File: src/rtl/pc_sequencer.sv
// Program-counter sequencer: steps IDLE -> FETCH -> EXEC, computes the next
// instruction address for branches/jumps and raises one-cycle event pulses.
module pc_sequencer #(
  parameter logic [31:0] RESET_PC    = 32'h0000_0000,
  parameter logic [5:0]  HALT_OPCODE = 6'b111111
) (
  input  logic        clk,
  input  logic        Reset,
  input  logic        Stall,
  input  logic [31:0] PC_in,
  input  logic [31:0] Instr,
  input  logic        Zero,
  input  logic [31:0] Rs_data,
  output logic [31:0] Next_PC,
  output logic        Phase,
  output logic        Branch_taken,
  output logic        Link_wr,
  output logic [31:0] Link_addr,
  output logic        Misalign,
  output logic        Halted
);

  typedef enum logic [1:0] {
    S_IDLE,
    S_FETCH,
    S_EXEC,
    S_HALT
  } state_t;

  localparam logic [5:0] OP_SPECIAL = 6'b000000;
  localparam logic [5:0] OP_J       = 6'b000010;
  localparam logic [5:0] OP_JAL     = 6'b000011;
  localparam logic [5:0] OP_BEQ     = 6'b000100;
  localparam logic [5:0] OP_BNE     = 6'b000101;
  localparam logic [5:0] FN_JR      = 6'b001000;

  state_t      state_reg;
  state_t      state_next;
  logic [31:0] next_pc_next;
  logic [31:0] link_addr_next;
  logic        branch_next;
  logic        link_next;
  logic        misalign_next;

  logic [5:0]  opcode;
  logic [5:0]  funct;
  logic [31:0] seq_pc;
  logic [31:0] branch_pc;
  logic [31:0] jump_pc;
  logic [31:0] jr_pc;

  assign opcode    = Instr[31:26];
  assign funct     = Instr[5:0];
  assign seq_pc    = PC_in + 32'd4;
  assign branch_pc = seq_pc + {{14{Instr[15]}}, Instr[15:0], 2'b00};
  assign jump_pc   = {seq_pc[31:28], Instr[25:0], 2'b00};
  assign jr_pc     = {Rs_data[31:2], 2'b00};

  always_comb begin
    state_next     = state_reg;
    next_pc_next   = Next_PC;
    link_addr_next = Link_addr;
    branch_next    = 1'b0;
    link_next      = 1'b0;
    misalign_next  = 1'b0;

    if (!Stall) begin
      case (state_reg)
        S_IDLE:  state_next = S_FETCH;
        S_FETCH: state_next = S_EXEC;
        S_EXEC: begin
          next_pc_next = seq_pc;
          if (opcode == HALT_OPCODE) begin
            state_next = S_HALT;
          end else begin
            state_next = S_FETCH;
            case (opcode)
              OP_BEQ: begin
                if (Zero) begin
                  next_pc_next = branch_pc;
                  branch_next  = 1'b1;
                end
              end
              OP_BNE: begin
                if (!Zero) begin
                  next_pc_next = branch_pc;
                  branch_next  = 1'b1;
                end
              end
              OP_J: begin
                next_pc_next = jump_pc;
                branch_next  = 1'b1;
              end
              OP_JAL: begin
                next_pc_next   = jump_pc;
                branch_next    = 1'b1;
                link_next      = 1'b1;
                link_addr_next = seq_pc;
              end
              OP_SPECIAL: begin
                if (funct == FN_JR) begin
                  next_pc_next  = jr_pc;
                  branch_next   = 1'b1;
                  misalign_next = (Rs_data[1:0] != 2'b00);
                end
              end
              default: ;
            endcase
          end
        end
        default: ; // S_HALT: only reset leaves
      endcase
    end
  end

  // Phase and Halted are registered from the upcoming state so they line up with it.
  always_ff @(posedge clk or negedge Reset) begin
    if (!Reset) begin
      state_reg    <= S_IDLE;
      Next_PC      <= RESET_PC;
      Phase        <= 1'b0;
      Branch_taken <= 1'b0;
      Link_wr      <= 1'b0;
      Link_addr    <= 32'h0000_0000;
      Misalign     <= 1'b0;
      Halted       <= 1'b0;
    end else begin
      state_reg    <= state_next;
      Next_PC      <= next_pc_next;
      Phase        <= (state_next == S_EXEC);
      Branch_taken <= branch_next;
      Link_wr      <= link_next;
      Link_addr    <= link_addr_next;
      Misalign     <= misalign_next;
      Halted       <= (state_next == S_HALT);
    end
  end

endmodule

File: config.mk
export PLATFORM = sky130hd
export DESIGN_NAME = pc_sequencer
export DESIGN_NICKNAME = d
export VERILOG_FILES = /design/src/rtl/pc_sequencer.sv
export SDC_FILE = /design/constraint.sdc
export NUM_CORES = 1
export LEC_CHECK = 0
export ABC_AREA = 1
export CAP_MARGIN = 20
export CORE_AREA = 2 2 135 137
export CTS_CLUSTER_DIAMETER = 30
export DETAILED_ROUTE_END_ITERATION = 8
export DIE_AREA = 0 0 137 139
export DONT_BUFFER_PORTS = 1
export GPL_TIMING_DRIVEN = 0
export PLACE_DENSITY = 0.57
export RECOVER_POWER = 25
export SYNTH_ARGS = -nofsm -noshare
export SYNTH_HDL_FRONTEND = slang
export SYNTH_SLANG_ARGS = --single-unit
File: constraint.sdc
create_clock -name clk -period 1.5 [get_ports clk]
set_input_delay 0.3 -clock clk [delete_from_list [all_inputs] [get_ports clk]]
set_output_delay 0.3 -clock clk [all_outputs]
set_load 0.05 [all_outputs]
==> results.cfg <==
[logic_synthesis]
ys_types = 41
ys_seq_area_frac = 0.262
netlist_area_mm2 = 0.00679
syn_nets = 1236
syn_inst = 1101
synthTopCellsByArea = dfrtp_1 (26%), nand2_1 (21%), inv_1 (9.6%)
synth.avg_cell_area_um2 = 6.17
synth.top_cell.area_share = 0.262
ys_ff_latch = 71
ys_async_sr_fraction = 1.00
synth_top_cell_by_area = dfrtp_1
synth_edf_count = 0
synth_flop_cell = dfrtp_1
ys_warn_count = 0

[critical_path]
critPathCaptureType = flop
path_max_fanout = 5
path_buf_inv = 4
startpoint = PC_in[3]
crit_arrival_ns = 2.70
crit_family = simple AND/OR/NAND/NOR gates
critPathRequiredTime_ns = 1.79
start_kind = primary input
max_stage_delay_ns = 0.31
crit_type = in2reg
worstPathCellList = ha_4 > nand2_4 > clkinv_4 > nand2_8 > nor2_8 > inv_2 > nor2_4 > xor2_4 > ha_4 > nand2_4 > inv_2 > a21oi_4 > nor2_2 > o21bai_1 > nand3_1 > nand2_1 > nand3_2 > nand3_2 > nand2_1 > inv_1
reg2reg_slack_ns = -0.21
crit_path_top_delay_cell = xor2_4
r2r-start = state_reg[0]

[route]
wl_um = 28300
drcViolationCount = 0
drtPass1Iterations = 5
drt.antenna.violating_nets = 0
num_vias = 7567
routed_wire_length_per_instance_um = 20.0
drt-initial-drc-count = 488
routed_via_density = 5.34

[placed_design]
numPortBuffers = 0
dp_hpwl_um = 20600
dp_worst_setup_slack_ns = -1.79
dpl.cell_count = 1330
gp_congestion = 0.928

[final_layout]
drive_gt1_frac = 0.389
fin_nets = 1317
final_cell_mix = nand2_1 (269), inv_1 (142), nand2_2 (85)
area_growth_pct = 45.0
n_fill_cell = 1671
layout_commonest_cell = nand2_1
multiInputGateArea_mm2 = 0.00585
regArea_mm2 = 0.00178
layout.cells.non_filler = 1417

[pwr]
p_leak_nw = 4.74
p_per_area_mw_per_mm2 = 941
ir_drop_mv = 0.664
fin_total_pwr_mw = 9.27

[worst_hold_path]
min_path_type = in2async

[floorplan]
start_util = 0.385
coreArea_mm2 = 0.0177
die_area_mm2 = 0.0190
ios = 169
num_rows = 49
dieWidth_um = 137
die_y_um = 139

[sta]
final.setup.worst_slack_ns = -0.919
hold_viol = 71
finClkSkew_ns = 0.00626
min_period_over_period = 1.61
fin_setup_tns_ns = -25.54
relSlewSlack = 0.613
tightestPinTransition_ns = 0.580
setup_viol = 60
fmax_mhz = 413
rsz0062_at_grt = yes
layout_min_cycle_time_ns = 2.42
final_max_slew_viol_count = 0
holdWs_ns = -0.366

[global_routing]
grt_remaining_overflow = 0
antenna_found_initial = 1
gr-usage-all-layers = 0.294
grt_pass1_wl_um = 42000
grt_max_degree = 72
grt_pass1_vias = 7492

[outcome]
violations = negative hold slack, negative setup slack
outcome = finished with violations

[clock_tree]
clk_pin_slew_worst_paths_ns = 0.07
clk_path_buf_depth = 2
htreeDepth = 3
numClockSinks = 71
clk_latency_ns = 0.35
cts_made_buffers = 9
cts_root_buf = clkbuf_16
cts_tree = built

[flow_run]
maxCapViolCount = 0
[final timing paths]
kind | endpoint | cells past startpoint
min | Next_PC[6] | 0
max in group asynchronous | Next_PC[20] | 0
min in group clk | Link_addr[2] | 1
min reg2reg | state_reg[1] | 2
max | Next_PC[26] | 20
max reg2reg | Next_PC[25] | 11
[synth_stat cells (10+ instances only)]
library cell  instances
o21ai_0              45
nor2_1               84
inv_2                10
a22oi_1              24
nand2_2              10
inv_1               174
a21oi_1              32
nand3_1              90
nand2_1             381
dfrtp_1              71
ha_1                 34
nand4_1              16
or2_2                19
xnor2_1              10
buf_2                12
[per-layer routing]
metal	share of wire	global-route usage	vias up
met5	0.00049	0	-
li1	-	-	3647
met4	0.036	0.0998	2
met2	0.47	0.487	278
met3	0.078	0.0709	67
met1	0.41	0.372	3573
[what timing repair did]
action / CTS / global route
endpoints found under the hold margin: 71 / 71
gates resized for setup: 277 / 126
gates cloned: 6 / 0
buffers inserted: 46 / 20
pin swaps: 103 / 81
setup endpoints to repair: 67 / 65
[through the flow]
stage | hold WS (ns) | utilization | instance area, um^2
final | -0.366 | 0.558 | 9850
after global routing | -0.378 | 0.558 | 9850
after CTS | -0.372 | 0.526 | 9290
after detailed placement | 0.00699 | 0.420 | 7420
after global placement | 0.00652 | 0.420 | 7420
after floorplan | 0.00441 | - | 7130
[kinds of logic after synthesis]
group / Yosys count / synth area share
flops: 71 / 0.262
simple gates: 637 / 0.411
buf+inv: 206 / 0.119
xor+xnor: 17 / 0.0241
fa+ha+maj: 35 / 0.0656
compound gates: 135 / 0.119
[power by group]
part           internal (mW)  switching (mW)
logic                   1.19            1.54
clock network           1.37            1.04
registers               2.30            1.84
[final cells by class]
type | instances | share of cell area
inverter | 185 | 0.0746
tap | 229 | 0.0291
timing repair buffer | 70 | 0.0701
antenna | 1 | 0.000254
clock inverter | 6 | 0.00762
multi-input combinational | 824 | 0.594
timing repair inverter | 1 | 0.00165
sequential | 71 | 0.180
buffer | 20 | 0.0182
clock buffer | 10 | 0.0243
No activity file was read; power rests on OpenSTA's default activity.
